`src/rtl/led_panel_pkg.sv`:
```
// Shared definitions for LED panel pattern sources: pattern modes, stream FSM states
// and the row index width.
package led_panel_pkg;

    localparam int ROW_W = 3;

    typedef enum logic [1:0] {
        MODE_SOLID = 2'd0,
        MODE_BARS  = 2'd1,
        MODE_CHECK = 2'd2,
        MODE_DIAG  = 2'd3
    } mode_t;

    typedef enum logic [1:0] {
        IDLE   = 2'd0,
        PAUSE  = 2'd1,
        STREAM = 2'd2
    } state_t;

endpackage

```
`src/rtl/led_pattern_source_if.sv`:
```
// Pixel stream between a pattern source (master) and the panel shift/scan driver (slave).
interface led_pattern_source_if #(
    parameter int COLS = 32
);
    import led_panel_pkg::*;

    localparam int COL_W = $clog2(COLS);

    logic             enable_in;
    logic [1:0]       mode_in;
    logic [ROW_W-1:0] rowmax_in;
    logic             pix_ready_in;
    logic             pix_valid_out;
    logic             red_out;
    logic             green_out;
    logic             blue_out;
    logic [COL_W-1:0] col_out;
    logic [ROW_W-1:0] row_out;
    logic             frame_start_out;
    logic             line_last_out;

    modport master (
        input  enable_in, mode_in, rowmax_in, pix_ready_in,
        output pix_valid_out, red_out, green_out, blue_out,
        output col_out, row_out, frame_start_out, line_last_out
    );

    modport slave (
        output enable_in, mode_in, rowmax_in, pix_ready_in,
        input  pix_valid_out, red_out, green_out, blue_out,
        input  col_out, row_out, frame_start_out, line_last_out
    );

endinterface

```
`src/rtl/led_pattern_colour.sv`:
```
// Combinational 3-bit colour index for a pixel position, pattern mode and animation phase.
module led_pattern_colour
    import led_panel_pkg::*;
(
    input  mode_t            mode,
    input  logic [2:0]       col,
    input  logic [ROW_W-1:0] row,
    input  logic [2:0]       phase,
    output logic [2:0]       colour
);

    always_comb begin
        colour = '0;
        case (mode)
            MODE_SOLID: colour = phase;
            MODE_BARS:  colour = col + phase;
            MODE_CHECK: colour = {3{col[0] ^ row[0] ^ phase[0]}};
            MODE_DIAG:  colour = col + row + phase;
            default:    colour = '0;
        endcase
    end

endmodule

```
`src/rtl/led_pattern_source.sv`:
```
// Animated test-pattern pixel source for the LED panel driver, one pixel per accepted
// transfer in raster order; all outputs are registered.
module led_pattern_source
    import led_panel_pkg::*;
#(
    parameter int COLS       = 32,
    parameter int FRAME_HOLD = 64
) (
    input  logic                 clk,
    input  logic                 reset,
    led_pattern_source_if.master pix
);

    localparam int COL_W   = $clog2(COLS);
    localparam int FRAME_W = $clog2(FRAME_HOLD) + 1;

    state_t             state;
    logic [COL_W-1:0]   col_q, col_nx;
    logic [ROW_W-1:0]   row_q, row_nx;
    logic [FRAME_W-1:0] frame_q, frame_nx;
    logic [2:0]         phase_q, phase_nx;
    mode_t              mode_q, mode_nx;
    logic [ROW_W-1:0]   rowmax_q, rowmax_nx;
    logic               valid_q, fs_q, ll_q;
    logic [2:0]         rgb_q;
    logic [2:0]         colour;
    logic               xfer, last_col, last_row, last_frame, frame_end;

    // Next-pixel position and frame parameters; the colour is computed for the
    // pixel that will be presented after this edge.
    always_comb begin
        xfer       = valid_q & pix.pix_ready_in;
        last_col   = (col_q == COL_W'(COLS - 1));
        last_row   = (row_q == rowmax_q);
        last_frame = (frame_q == FRAME_W'(FRAME_HOLD - 1));
        frame_end  = (state == STREAM) && xfer && last_col && last_row;
        col_nx     = col_q;
        row_nx     = row_q;
        frame_nx   = frame_q;
        phase_nx   = phase_q;
        mode_nx    = mode_q;
        rowmax_nx  = rowmax_q;
        if ((state == STREAM) && xfer) begin
            if (last_col) begin
                col_nx = '0;
                if (last_row) begin
                    row_nx = '0;
                    if (last_frame) begin
                        frame_nx = '0;
                        phase_nx = phase_q + 3'd1;
                    end else begin
                        frame_nx = frame_q + FRAME_W'(1);
                    end
                end else begin
                    row_nx = row_q + ROW_W'(1);
                end
            end else begin
                col_nx = col_q + COL_W'(1);
            end
        end
        if (pix.enable_in && ((state == PAUSE) || frame_end)) begin
            mode_nx   = mode_t'(pix.mode_in);
            rowmax_nx = pix.rowmax_in;
        end
    end

    led_pattern_colour u_colour (
        .mode   (mode_nx),
        .col    (3'(col_nx)),
        .row    (row_nx),
        .phase  (phase_nx),
        .colour (colour)
    );

    always_ff @(posedge clk or negedge reset) begin
        if (!reset) begin
            state    <= IDLE;
            col_q    <= '0;
            row_q    <= '0;
            frame_q  <= '0;
            phase_q  <= '0;
            mode_q   <= MODE_SOLID;
            rowmax_q <= '0;
            valid_q  <= 1'b0;
            fs_q     <= 1'b0;
            ll_q     <= 1'b0;
            rgb_q    <= '0;
        end else begin
            case (state)
                IDLE: state <= PAUSE;
                PAUSE: begin
                    if (pix.enable_in) begin
                        state    <= STREAM;
                        mode_q   <= mode_nx;
                        rowmax_q <= rowmax_nx;
                        valid_q  <= 1'b1;
                        fs_q     <= 1'b1;
                        ll_q     <= 1'b0;
                        rgb_q    <= colour;
                    end
                end
                STREAM: begin
                    if (xfer) begin
                        col_q    <= col_nx;
                        row_q    <= row_nx;
                        frame_q  <= frame_nx;
                        phase_q  <= phase_nx;
                        mode_q   <= mode_nx;
                        rowmax_q <= rowmax_nx;
                        rgb_q    <= colour;
                        fs_q     <= (col_nx == '0) && (row_nx == '0);
                        ll_q     <= (col_nx == COL_W'(COLS - 1));
                        if (frame_end && !pix.enable_in) begin
                            state   <= PAUSE;
                            valid_q <= 1'b0;
                            fs_q    <= 1'b0;
                            rgb_q   <= '0;
                        end
                    end
                end
                default: state <= IDLE;
            endcase
        end
    end

    assign pix.pix_valid_out   = valid_q;
    assign pix.red_out         = rgb_q[0];
    assign pix.green_out       = rgb_q[1];
    assign pix.blue_out        = rgb_q[2];
    assign pix.col_out         = col_q;
    assign pix.row_out         = row_q;
    assign pix.frame_start_out = fs_q;
    assign pix.line_last_out   = ll_q;

endmodule

```
`src/flat_wrapper.sv`:
```
// flat-port wrapper written by rule: the top's interface ports become plain ports
module led_pattern_source_flat import led_panel_pkg::*;
#(
    parameter int COLS       = 32,
    parameter int FRAME_HOLD = 64
)
  (clk, reset, pix_enable_in, pix_mode_in, pix_rowmax_in, pix_pix_ready_in, pix_pix_valid_out, pix_red_out, pix_green_out, pix_blue_out, pix_col_out, pix_row_out, pix_frame_start_out, pix_line_last_out);
  led_pattern_source_if #(.COLS(COLS)) pix_i ();
  input  logic clk;
  input  logic reset;
  input wire logic [$bits(pix_i.enable_in)-1:0] pix_enable_in;
  input wire logic [$bits(pix_i.mode_in)-1:0] pix_mode_in;
  input wire logic [$bits(pix_i.rowmax_in)-1:0] pix_rowmax_in;
  input wire logic [$bits(pix_i.pix_ready_in)-1:0] pix_pix_ready_in;
  output wire logic [$bits(pix_i.pix_valid_out)-1:0] pix_pix_valid_out;
  output wire logic [$bits(pix_i.red_out)-1:0] pix_red_out;
  output wire logic [$bits(pix_i.green_out)-1:0] pix_green_out;
  output wire logic [$bits(pix_i.blue_out)-1:0] pix_blue_out;
  output wire logic [$bits(pix_i.col_out)-1:0] pix_col_out;
  output wire logic [$bits(pix_i.row_out)-1:0] pix_row_out;
  output wire logic [$bits(pix_i.frame_start_out)-1:0] pix_frame_start_out;
  output wire logic [$bits(pix_i.line_last_out)-1:0] pix_line_last_out;
  assign pix_i.enable_in = pix_enable_in;
  assign pix_i.mode_in = pix_mode_in;
  assign pix_i.rowmax_in = pix_rowmax_in;
  assign pix_i.pix_ready_in = pix_pix_ready_in;
  assign pix_pix_valid_out = pix_i.pix_valid_out;
  assign pix_red_out = pix_i.red_out;
  assign pix_green_out = pix_i.green_out;
  assign pix_blue_out = pix_i.blue_out;
  assign pix_col_out = pix_i.col_out;
  assign pix_row_out = pix_i.row_out;
  assign pix_frame_start_out = pix_i.frame_start_out;
  assign pix_line_last_out = pix_i.line_last_out;
  led_pattern_source #(.COLS(COLS), .FRAME_HOLD(FRAME_HOLD)) u_core (.clk(clk), .reset(reset), .pix(pix_i));
endmodule
```
`config.mk`:
```
export PLATFORM = sky130hd
export DESIGN_NAME = led_pattern_source_flat
export DESIGN_NICKNAME = d
export VERILOG_FILES = /design/src/rtl/led_panel_pkg.sv /design/src/rtl/led_pattern_source_if.sv /design/src/rtl/led_pattern_colour.sv /design/src/rtl/led_pattern_source.sv /design/src/flat_wrapper.sv
export SDC_FILE = /design/constraint.sdc
export NUM_CORES = 1
export LEC_CHECK = 0
export ABC_AREA = 1
export CAP_MARGIN = 10
export CORE_MARGIN = 10
export CORE_UTILIZATION = 50
export CTS_CLUSTER_DIAMETER = 30
export DETAILED_ROUTE_END_ITERATION = 6
export HOLD_SLACK_MARGIN = 0.03
export PLACE_DENSITY = 0.73
export SYNTH_ARGS = -nofsm -noshare
export SYNTH_HDL_FRONTEND = slang
export SYNTH_SLANG_ARGS = --single-unit
```
`constraint.sdc`:
```
create_clock -name clk -period 5.2 [get_ports clk]
set_input_delay 1.04 -clock clk [delete_from_list [all_inputs] [get_ports clk]]
set_output_delay 1.04 -clock clk [all_outputs]
set_load 0.01 [all_outputs]
```
* Word-level counts from Yosys, hierarchy flattened
Cells that the tools add are included.
Widths: inputs -> output; s select.
** Operators by class
- Add/subtract/negate cells :: 7
- Mux-type cells :: 37
- Reduce and logical (&&, ||, !) cells :: 18
- Equality and inequality tests :: 12
- Bitwise logic cells :: 3
** Operator list (number)
- $mux 3 :: 13
- $mux 2 :: 6
- $pmux 3 s2 :: 2
- $pmux 3 s4 :: 1
- $eq 5x5->1 const B :: 2
- $mux 5 :: 2
- $add 3x3->3 :: 3
- $add 7x1->7 const B :: 1
- $eq 7x6->1 const B :: 1
- $mux 1 :: 7
- $mux 7 :: 1
- $add 3x1->3 const B :: 2
- $eq 2x2->1 const B :: 3
- $logic_and 1x1->1 :: 6
- $pmux 1 s2 :: 3
- $pmux 2 s3 :: 1
- $reduce_and 3->1 :: 2
- $add 5x1->5 const B :: 1
- $logic_not 5->1 :: 1
- $reduce_and 5->1 :: 1
- $eq 2x1->1 const B :: 2
- $logic_not 2->1 :: 2
- $ne 2x2->1 const B :: 2
- $pmux 2 s2 :: 1
- other kinds (10) :: 11
** Storage, ports and cells
- Logic and storage cells :: 88
- Output and inout bits :: 14
- Register bits :: 31
- Input bits :: 9

* Longest topological paths before layout
Gate-level depths: netlist (run 1).
- Depth in word-level cells :: 12
- Mapped depth :: 23
- Gate-level depth less buffers :: 23

* By module
A second synthesis (run 1) with hierarchy kept.
** Unflattened totals
- Cells, all modules :: 255
- Area, all modules :: 1915.6 µm²
** By module, submodules not included
- led_pattern_source :: area an instance 1616.6 µm², times used 1, cells an instance 203, seq. area each 775.7 µm²
- led_pattern_colour :: area an instance 299.0 µm², times used 1, cells an instance 52, seq. area each 0.0 µm²

* Least setup slack after synthesis (run 1)
OpenSTA, ideal clock, no wires.
- Path type :: input to register
- From :: in pix_pix_ready_in
- To :: reg u_core.rgb_q[2]
- Stages :: 17
- Setup time :: 116 ps
- Arrival time :: 3114 ps
- Buffers on the path :: 0
- Data required time :: 5084 ps
- Path slack :: 1970 ps
- Path through :: nand4_4 > nor2_8 > inv_2 > nor2_4 > nand3_2 > nand2_1 > o21ai_2 > fa_1 > ha_1 > xnor2_1 > nand4_1 > nand2_1 > nand3_1 > nand3_1 > nand3_1 > nand2_1 > nand2_1
** On the way
- Elaborated cells between the ends (all ways) :: 27
- Those cells by class :: add/sub: 3; eq/ne: 4; mux: 9; bitwise: 3; reduce/logical: 8
** RTL lines
- start, declared :: RTL line flat_wrapper.sv:14 : input wire logic [$bits(pix_i.pix_ready_in)-1:0] pix_pix_ready_in;
- $and 1x1->1 * :: RTL line led_pattern_source.sv:32 : xfer = valid_q & pix.pix_ready_in;
- $logic_and 1x1->1 * :: RTL line led_pattern_source.sv:43 : if ((state == STREAM) && xfer) begin
- $mux 3 * :: RTL line led_pattern_source.sv:43
- net u_core.phase_nx[1] :: RTL line led_pattern_source.sv:21 : logic [2:0] phase_q, phase_nx;
- $add 3x3->3, on equally long branches :: RTL line led_pattern_colour.sv:18, led_pattern_colour.sv:16
- $pmux 3 s4 * :: RTL line led_pattern_colour.sv:14 : case (mode)
- $mux 3 :: RTL line led_pattern_source.sv:113 : if (frame_end && !pix.enable_in) begin
- $mux 3 :: RTL line led_pattern_source.sv:103 : if (xfer) begin
- $pmux 3 s2 * :: RTL line led_pattern_source.sv:89 : case (state)
- end signal, assigned :: RTL line led_pattern_source.sv:99 : rgb_q <= colour;
- end signal, assigned :: RTL line led_pattern_source.sv:110 : rgb_q <= colour;
- end, declared :: RTL line led_pattern_source.sv:25 : logic [2:0] rgb_q;
The timed path passes the listed nets; every way through them passes the cells marked *. The select of a mux whose other input is x is not followed.
A chain may end at the register's enable or synchronous reset.

* Worst setup path after layout (run 1)
- From :: in pix_pix_ready_in
- To :: reg u_core.rgb_q[2]
** On the way
- Elaborated cells between the ends (all ways) :: 27
- Those cells by class :: add/sub: 3; eq/ne: 4; mux: 9; bitwise: 3; reduce/logical: 8
** RTL lines
- $and 1x1->1 * :: RTL line led_pattern_source.sv:32
- $logic_and 1x1->1 * :: RTL line led_pattern_source.sv:43
- $mux 5 * :: RTL line led_pattern_source.sv:43
- net u_core.col_nx[0] :: RTL line led_pattern_source.sv:18 : logic [COL_W-1:0] col_q, col_nx;
- $add 3x3->3 / $xor 1x1->1 (equally long branches) (2 in series) :: RTL line led_pattern_colour.sv:18, led_pattern_colour.sv:17
- $pmux 3 s4 * :: RTL line led_pattern_colour.sv:14
- $mux 3 :: RTL line led_pattern_source.sv:113
- $mux 3 :: RTL line led_pattern_source.sv:103
- $pmux 3 s2 * :: RTL line led_pattern_source.sv:89
Marks and branches as above.

==> metrics.md, run 1 <==
| Metric | Value |
|---|---|
| Critical path required time | 5.38 ns |
| Status | finished clean |
| Max-cap violations | 0 |
| Worst Hold Path Cells | 2 |
| Post-synth ARST share | 100% |
| Area leader, netlist | dfrtp_1 |
| Most numerous cell in the Yosys netlist | nand2_1 |
| Yosys cell types | 31 |
| Tightest Pin Transition | roughly 0.79 ns |
| PD cells | 458 mW/mm2 |
| Wirelength per Cell | 12.7 um |
| Drt total wl | 4.03 mm |
| Die Area | 0.00674 mm2 |
| CP Launch Point | pix_pix_ready_in |
| Vias per cell | 5.02 |
| I/O Pins | 23 |
| Syn-to-layout area delta | 18.7% |
| Hold-fix buffers, CTS | 0 |
| Routability congestion estimate from global placement | approximately 0.85 |
| Initial antenna violation count | 0 |
| Clk sinks | 31 |
| Port bufs | 22 |
| Diode count | 0 |
| Syn nets | about 260 |
| Clk_lat worst skew | 0.28 ns |
| Final Skew | 0.00282 ns |
| Max VDD drop | 0.271 mV |
| Post-DP HPWL | 3.15 mm |
| Dominant synthesized flop cell | dfrtp_1 |
| First-pass GRT wire length | 7.41 mm |
| Sequential share of the synthesized area | 40.2% |
| Clock tree buffer depth | 2 |
| Clock slew at reported path FFs | 0.06 ns |
| Final Cycle Share | 75.0% |
| Root buf cell | clkbuf_8 |
| Vias in the first global route | 1634 |
| Post-synth top cells | nand2_1, inv_1, dfrtp_1, nand3_1, nor2_1 |
| Final ANT Viol Nets | 0 |
| Syn Area/Cell | 8.11 um2 |
| Critical path cell sequence | clkdlybuf4s50_1 -> nand2_1 -> nor2_1 -> nand3_1 -> o21ai_0 -> inv_1 -> fa_1 -> inv_1 -> ha_1 -> xnor2_1 -> nand4_1 -> nand2_1 -> nand3_1 -> nand3_1 -> nand3_1 -> nand2_1 -> nand2_1 |
| Final min period | ~4 ns |
| Pre-antenna DRT Iters | 4 |
| Max Slew Vio Count | 0 |
| Post-Layout Cell Count | around 320 |
| Total congestion overflow | 0 |
| Synth Warn # | 0 |
| WP data arrival | a little over 4 ns |
| HP Class | reg2reg |
| Num rows | 22 |
| Unrepaired setup endpoints after global routing | false |
| Via count | 1587 |
| Largest net degree at the start of global routing | 32 |
| Slew margin rel. | 47.4% |
| Die Y | 82.1 um |
| Share of cells above drive strength 1 | 12.3% |
| Max Freq | around 260 MHz |
| Setup_tns | 0 ns |
| Max Fanout on Critical Path | 12 |
| Setup-failing EPs final | 0 |
| Iteration-0 DRC Markers | 110 |
| Post-cts resize count | 0 |
| CTS Buf Count | 5 |
| WS Path Type | in2reg |
| Worst reg-to-reg setup slack | 1.84 ns |
| Crit. End Element | flip-flop |
| Worst path slowest cell | nor2_1 |
| Largest stage delay on the critical path | 0.62 ns |
| Reg-to-reg endpoint | u_core.rgb_q[2] |
| CTS tree | done |
| Fin nets | 286 |
| Dpl cells | 308 |
| Top post-synthesis cells by area | dfrtp_1, nand2_1, inv_1, nand3_1, ha_1 |
| RR Startpoint | u_core.pix.col_out[1] |
| CORE AREA | between 0.003 and 0.004 mm2 |
| Mapped cell area | 0.00193 mm2 |
| Die width | 82.1 um |
| FF-to-FF path depth | 21 |
| Crit path capture | u_core.rgb_q[2] |
| Final hold viol count | 0 |
| Gr usage total | ~14% |
| Initial Util | 52.3% |
| Htree depth | 2 |
| Syn Inst Count | 238 |
| Crit path launch type | input pin |
| Yosys reg bits | 31 |
| Synth top area share | 40.2% |
| Worst hold start | u_core.rgb_q[0] |
| Post-CTS Setup Bufs | 0 |
| EDFF count, synth | 0 |
| Pleak | 1.17 nW |
| Residual DRC | 0 |
## sequential cells by signal, indices dropped and copies added, names as in the netlist
| name | cells |
|---|---|
| u_core.frame_q | 7 |
| u_core.pix.col_out | 5 |
| u_core.phase_q | 3 |
| u_core.pix.row_out | 3 |
| u_core.rgb_q | 3 |
| u_core.rowmax_q | 3 |
| u_core.mode_q | 2 |
| u_core.state | 2 |
| u_core.pix.frame_start_out | 1 |
| u_core.pix.line_last_out | 1 |
| u_core.pix.pix_valid_out | 1 |
## routing by layer
layer  share of wire, %  global-route usage (%)  wire length [um]
met1                 45                    17.7              1820
met5                  0                       0                 0
met4                2.0                    6.63                80
met3                8.0                    5.18               323
met2                 45                    21.1              1810
## placed cells by master, fill, tap and decap left out, types with 3 or more instances in the layout
cell and count:
a21oi_1 8, clkbuf_8 5, clkdlybuf4s50_1 22, dfrtp_1 31, fa_1 3, ha_1 7
inv_1 39, inv_2 5, nand2_1 51, nand2_4 6, nand3_1 24, nand3_2 3
nand4_1 5, nor2_1 17, o21ai_0 11, xnor2_1 3, xor2_1 3
## stage by stage
stage	hold slack [ns]	utilization, %	cell area, um2	power (mW)	setup WS (ns)
CTS	0.484	62.1	2290	1.06	1.35
global placement	0.464	59.9	2210	0.870	1.13
floorplan	0.460	-	1930	0.714	1.97
finish	0.483	62.1	2290	1.05	1.30
global route	0.493	62.1	2290	1.16	0.987
detailed placement	0.465	59.9	2210	0.876	1.07
## area by class of cell
class | count | area, um2
clock buffer | 7 | 76.3
clock inverter | 1 | 5.00
fill | 314 | 1400
inverter | 44 | 165
multi-input combinational | 162 | 981
sequential | 31 | 776
tap | 48 | 60.1
timing repair buffer | 23 | 228
## worst min path at each step
stage	to	slack, ns
after floorplan	u_core.frame_q[5]	0.46
after CTS	u_core.rgb_q[1]	0.48
final	u_core.rgb_q[0]	0.48
after global routing	u_core.rgb_q[1]	0.49
after detailed placement	u_core.rgb_q[0]	0.46
after global placement	u_core.rgb_q[1]	0.46
## cell families after synthesis
family | count (synthesis) | synth area share (%)
flip-flops | 31 | 40.2
adder cells (fa/ha/maj) | 10 | 7.65
XOR/XNOR | 6 | 2.72
AO/OA/AOI/OAI | 25 | 7.20
buffers and inverters | 45 | 8.95
AND/OR/NAND/NOR | 120 | 32.7
multiplexers | 1 | 0.584
## critical path, delay by kind of cell
family,cells,cell delay [ns]
simple gates,10,1.39
buf+inv,3,0.74
fa+ha+maj,2,0.53
compound gates,1,0.25
xor+xnor,1,0.13
## report_power, final
part	internal, mW	total (mW)	switching [mW]
clock	0.0936	0.178	0.0844
combinational	0.220	0.526	0.306
sequential	0.301	0.346	0.0443
total	0.615	1.05	0.435
(Power assumes the default switching activity.)
==> inputs of run 2 (changes only) <==
==> constraint.sdc (replaced) <==
create_clock -name clk -period 3.9 [get_ports clk]
set_input_delay 0.78 -clock clk [delete_from_list [all_inputs] [get_ports clk]]
set_output_delay 0.78 -clock clk [all_outputs]
set_load 0.01 [all_outputs]
==> run 2 against run 1 <==
Against the previous run:
- critical path depth is 1 higher
- design area is 0.76% higher
- cell count rose by 0.63%
- sequential share of layout area fell by 0.26 points
- die area is the same
- global-route usage is 0.94 points lower
- worst hold slack improved by 0.0018 ns
- non-clock buffer count increased by 2
- count of clock-buffer cells in the layout fell by 2
==> metrics.md, run 2 (same netlist as run 1, synthesis figures left out) <==
| Metric | Value |
|---|---|
| Status | finished clean |
| Worst path slowest cell | clkdlybuf4s50_1 |
| Pre-antenna DRT Iters | 4 |
| Max Slew Vio Count | 0 |
| Die Y | about 82 um |
| Post-cts resize count | 0 |
| Syn-to-layout area delta | 19.6% |
| Final min period | approximately 3.4 ns |
| Max reg flops | 7 |
| Setup-failing EPs final | 0 |
| CORE AREA | 0.00369 mm2 |
| Vias in the first global route | 1495 |
| CTS Buf Count | 5 |
| PD cells | 617 mW/mm2 |
| Clk sinks | 31 |
| Post-CTS Setup Bufs | 0 |
| First-pass GRT wire length | 6.71 mm |
| Commonest non-fill, non-tap cell in the layout | nand2_1 |
| Residual DRC | 0 |
| Largest stage delay on the critical path | 0.52 ns |
| Tightest Pin Transition | 0.431 ns |
| Final ANT Viol Nets | 0 |
| Die width | 82.1 um |
| Via count | 1592 |
| Fill count | 335 |
| Initial antenna violation count | 0 |
| HP Class | reg2reg |
| Wirelength per Cell | 13.3 um |
| Setup_tns | 0 ns |
| Htree depth | 2 |
| Largest net degree at the start of global routing | 32 |
| WP data arrival | 3.62 ns |
| Final Skew | ~0.006 ns |
| Max-cap violations | 0 |
| Placed Instance Area | around 0.0022 mm2 |
| Die Area | approximately 0.0067 mm2 |
| Diode count | 0 |
| WS Path Type | in2reg |
| Fin nets | 288 |
| Tot Pwr | 1.43 mW |
| Final hold viol count | 0 |
| Total congestion overflow | 0 |
| Num rows | 22 |
| Gr usage total | between 10% and 20% |
| Port bufs | 22 |
| Critical path required time | 4.08 ns |
| Crit path top cell by count | nand2_1 |
| Clock tree buffer depth | 2 |
| Pleak | 1.19 nW |
| Most frequent cells in the layout | nand2_1, inv_1, dfrtp_1, nand3_1, clkdlybuf4s50_1 |
| Critical path cell sequence | clkdlybuf4s50_1 -> nand4_4 -> nor2_8 -> inv_2 -> nor2_4 -> nand3_2 -> nand2_1 -> o21ai_2 -> fa_1 -> ha_1 -> xnor2_1 -> nand4_1 -> nand2_1 -> nand3_1 -> nand3_1 -> nand3_1 -> nand2_1 -> nand2_1 |
| Max Freq | 291 MHz |
| Reg with most FFs | u_core.frame_q |
| Register area | approximately 780 um2 |
| Hold-fix buffers, CTS | 0 |
| Multi-input logic area | just under 0.001 mm2 |
| Post-Route Utilization | a little over three fifths |
| Max Fanout on Critical Path | 7 |
| Iteration-0 DRC Markers | between 80 and 90 |
| Vias per cell | approximately 5 |
| CTS tree | done |
| Drt total wl | roughly 4.2 mm |
| Final Cycle Share | between 80 and 90% |
| I/O Pins | 23 |
| Initial Util | 52.3% |
| Crit path launch type | input pin |
| Post-route cell area | around 0.0023 mm2 |
| Unrepaired setup endpoints after global routing | false |
| Clock slew at reported path FFs | approximately 0.070 ns |
| Root buf cell | clkbuf_8 |
| Slew margin rel. | 70.9% |
| Max VDD drop | 0.375 mV |
| Crit. End Element | flip-flop |
| Clk_lat worst skew | 0.29 ns |
| Share of cells above drive strength 1 | 13.7% |
| Post-DP HPWL | 3.35 mm |
| Routability congestion estimate from global placement | 0.882 |
## run 2: cell types whose count changed in the layout (fill, tap and decap cells not counted), sizes merged
cell | previous run | this run
buf | 1 | 3
clkbuf | 7 | 5
clkinv | 1 | 3
## run 2: power by group
group / internal [mW] / total, mW / switching (mW)
logic: 0.304 / 0.723 / 0.419
registers: 0.401 / 0.458 / 0.0566
clock network: 0.122 / 0.245 / 0.123
## run 2: final timing paths
kind	to	depth (start not counted)	slack, ns	from
setup / recovery	u_core.rgb_q[2]	18	0.46	pix_pix_ready_in
hold / removal	u_core.rgb_q[1]	2	0.48	u_core.rgb_q[1]
setup reg to reg	u_core.rgb_q[2]	21	0.56	u_core.pix.col_out[1]
hold reg to reg	u_core.rgb_q[1]	2	0.48	u_core.rgb_q[1]
max in group asynchronous	u_core.mode_q[1]	2	2.72	reset
min in group asynchronous	u_core.frame_q[5]	2	0.88	reset
## run 2: metal layers
layer | global-route usage [%] | wire (um) | vias to the layer above
met3 | 5.29 | 284 | 12
met2 | 20.1 | 1890 | 34
met1 | 15.7 | 1960 | 725
li1 | - | - | 821
met5 | 0 | 0 | -
met4 | 6.63 | 102 | 0
## run 2: critical path: cells and delay by family
family	cells	cell delay, ns
AOI/OAI and AO/OA	1	0.08
xor gates and xnor gates	1	0.19
adders and majority gates	2	0.70
buffers and inverters	2	0.60
and+or+nand+nor	12	1.26
## run 2: metrics by stage
step                      setup slack, ns  hold slack, ns  instances
after global placement              0.279           0.463        310
after floorplan                     0.823           0.460        238
after CTS                           0.454           0.483        318
after global routing                0.122           0.511        318
final                               0.465           0.484        318
after detailed placement            0.146           0.468        310
## run 2: cell type report
class / count / share of cell area (%)
inverter: 44 / 7.15
sequential: 31 / 33.6
timing repair buffer: 25 / 10.5
tap: 48 / 2.60
clock buffer: 5 / 2.98
multi-input combinational: 162 / 42.5
clock inverter: 3 / 0.650
==> inputs of run 3 (changes only) <==
--- a/config.mk
+++ b/config.mk
@@ -13,6 +13,7 @@
 export DETAILED_ROUTE_END_ITERATION = 6
 export HOLD_SLACK_MARGIN = 0.03
 export PLACE_DENSITY = 0.73
+export SETUP_SLACK_MARGIN = 0.15
 export SYNTH_ARGS = -nofsm -noshare
 export SYNTH_HDL_FRONTEND = slang
 export SYNTH_SLANG_ARGS = --single-unit
==> run 3 against run 2 <==
Against the previous run:
- global-route usage did not move
- power barely moved
- die area did not move
- count of clock-buffer cells in the layout did not move
- register-to-register slack got worse by 0.04 ns
- fmax fell by 1.1%
- sequential power barely moved
- setup slack got worse by 0.037 ns
- via count rose by 0.82%
- wire length rose by 0.78%
- clock skew barely moved
- critical path depth did not move
- largest cell class unchanged
- highest routed layer unchanged
==> metrics.md, run 3 (same netlist as run 1, synthesis figures left out) <==
| Metric | Value |
|---|---|
| CTS Buf Count | 5 |
| Max Freq | 288 MHz |
| Setup_tns | 0 ns |
| Fin nets | 288 |
| Post-Layout Cell Count | 318 |
| CP Launch Point | pix_pix_ready_in |
| Crit. End Element | flip-flop |
| Unrepaired setup endpoints after global routing | false |
| Max reg flops | 7 |
| Reg-to-reg endpoint | u_core.rgb_q[2] |
| Post-CTS Setup Bufs | 0 |
| Initial antenna violation count | 0 |
| Final min period | 3.47 ns |
| Largest net degree at the start of global routing | 32 |
| I/O Pins | 23 |
| Drt total wl | ~4.3 mm |
| WS Path Type | in2reg |
| Port bufs | 22 |
| Residual DRC | 0 |
| Reg with most FFs | u_core.frame_q |
| Via count | approximately 1600 |
| Commonest non-fill, non-tap cell in the layout | nand2_1 |
| Die Y | 82.1 um |
| Diode count | 0 |
| Syn-to-layout area delta | 20.0% |
| WP data arrival | 3.66 ns |
| Htree depth | 2 |
| Final Skew | 0.00631 ns |
| Status | finished clean |
| Wirelength per Cell | 13.4 um |
| Clock tree buffer depth | 2 |
| Worst hold start | u_core.rgb_q[1] |
| HP Class | reg2reg |
| Max-cap violations | 0 |
| Setup-failing EPs final | 0 |
| Setup ws final | 0.428 ns |
| CTS tree | done |
| Max Slew Vio Count | 0 |
| Most frequent cells in the layout | nand2_1, inv_1, dfrtp_1, nand3_1, clkdlybuf4s50_1 |
| Final hold viol count | 0 |
| Pre-CTS worst setup slack | 0.146 ns |
| Max Fanout on Critical Path | 7 |
| Post-DP HPWL | around 3.4 mm |
| Die width | 82.1 um |
| Root buf cell | clkbuf_8 |
| Gr usage total | approximately an eighth |
| First-pass GRT wire length | 6.71 mm |
| Clk sinks | 31 |
| Clock slew at reported path FFs | 0.07 ns |
| Max VDD drop | 0.376 mV |
| Final ANT Viol Nets | 0 |
| Die Area | 0.00674 mm2 |
| Dpl cells | 310 |
| PD cells | 616 mW/mm2 |
| Worst Hold End | u_core.rgb_q[1] |
| Routability congestion estimate from global placement | approximately 0.88 |
| Clk_lat worst skew | 0.29 ns |
| Share of cells above drive strength 1 | 14.1% |
| Total congestion overflow | 0 |
| Final Cycle Share | 89.0% |
| CORE AREA | 0.00369 mm2 |
| Tightest Pin Transition | about 0.44 ns |
| Pleak | 1.19 nW |
| Iteration-0 DRC Markers | 96 |
| Initial Util | 52.3% |
| Slew margin rel. | 70.5% |
| Worst reg-to-reg setup slack | 0.52 ns |
| Critical path required time | 4.09 ns |
| Vias per cell | approximately 5 |
| Pre-antenna DRT Iters | 4 |
| Hold-fix buffers, CTS | 0 |
| Crit path launch type | input pin |
| RR Startpoint | u_core.pix.col_out[1] |
| FF-to-FF path depth | 21 |
| Vias in the first global route | 1495 |
| Num rows | 22 |
| Worst Hold Path Cells | 2 |
[run 3: cell counts in the layout (fill, tap and decap cells not counted)]
No cell type changed its count.
[run 3: what timing repair did]
item / 4_1_cts / 5_1_grt
endpoints found under the setup margin: 0 / 1
endpoints found under the hold margin: 0 / 0
resized for setup: 0 / 1
[run 3: worst max-delay path by stage]
| stage | slack (ns) | end |
|---|---|---|
| floorplan | 0.82 | u_core.rgb_q[2] |
| global placement | 0.28 | u_core.rgb_q[2] |
| detailed placement | 0.15 | u_core.rgb_q[2] |
| CTS | 0.45 | u_core.rgb_q[2] |
| global route | 0.18 | u_core.rgb_q[2] |
| finish | 0.43 | u_core.rgb_q[2] |
[run 3: routing by layer]
metal,wire [um],GRT usage (%),part of all wire [%],up-vias
li1,-,-,-,820
met1,1970,15.7,46,736
met2,1900,20.1,45,37
met3,288,5.29,6.8,12
met4,103,6.63,2.4,0
met5,0,0,0,-
[run 3: power by group]
| part | leakage [nW] | switching, mW | internal (mW) |
|---|---|---|---|
| logic | 0.782 | 0.419 | 0.304 |
| registers | 0.359 | 0.0564 | 0.401 |
| clock network | 0.0477 | 0.123 | 0.122 |
| total | 1.19 | 0.599 | 0.827 |
[run 3: final cells by class]
class / instances / area [um2]
Clock buffer: 5 / 68.8
Clock inverter: 3 / 15.0
Fill cell: 333 / 1370
Inverter: 44 / 165
Multi-Input combinational cell: 162 / 988
Sequential cell: 31 / 776
Tap cell: 48 / 60.1
Timing Repair Buffer: 25 / 243
[run 3: through the flow]
step / area (um2) / power, mW / util [%] / hold WS, ns
floorplan: 1930 / 0.953 / - / 0.460
global placement: 2220 / 1.18 / 60.3 / 0.463
detailed placement: 2220 / 1.19 / 60.3 / 0.468
CTS: 2310 / 1.44 / 62.6 / 0.483
global route: 2320 / 1.55 / 62.8 / 0.511
finish: 2320 / 1.43 / 62.8 / 0.484
[run 3: worst max-delay path, stage by stage]
cell	delay, ns
clkdlybuf4s50_1	0.52
nand4_4	0.17
nor2_8	0.17
inv_2	0.08
nor2_4	0.14
nand3_2	0.15
nand2_1	0.13
o21ai_2	0.08
fa_1	0.48
ha_1	0.22
xnor2_1	0.19
nand4_1	0.12
nand2_1	0.09
nand3_1	0.08
nand3_1	0.09
nand3_1	0.06
nand2_1	0.06
nand2_1	0.04
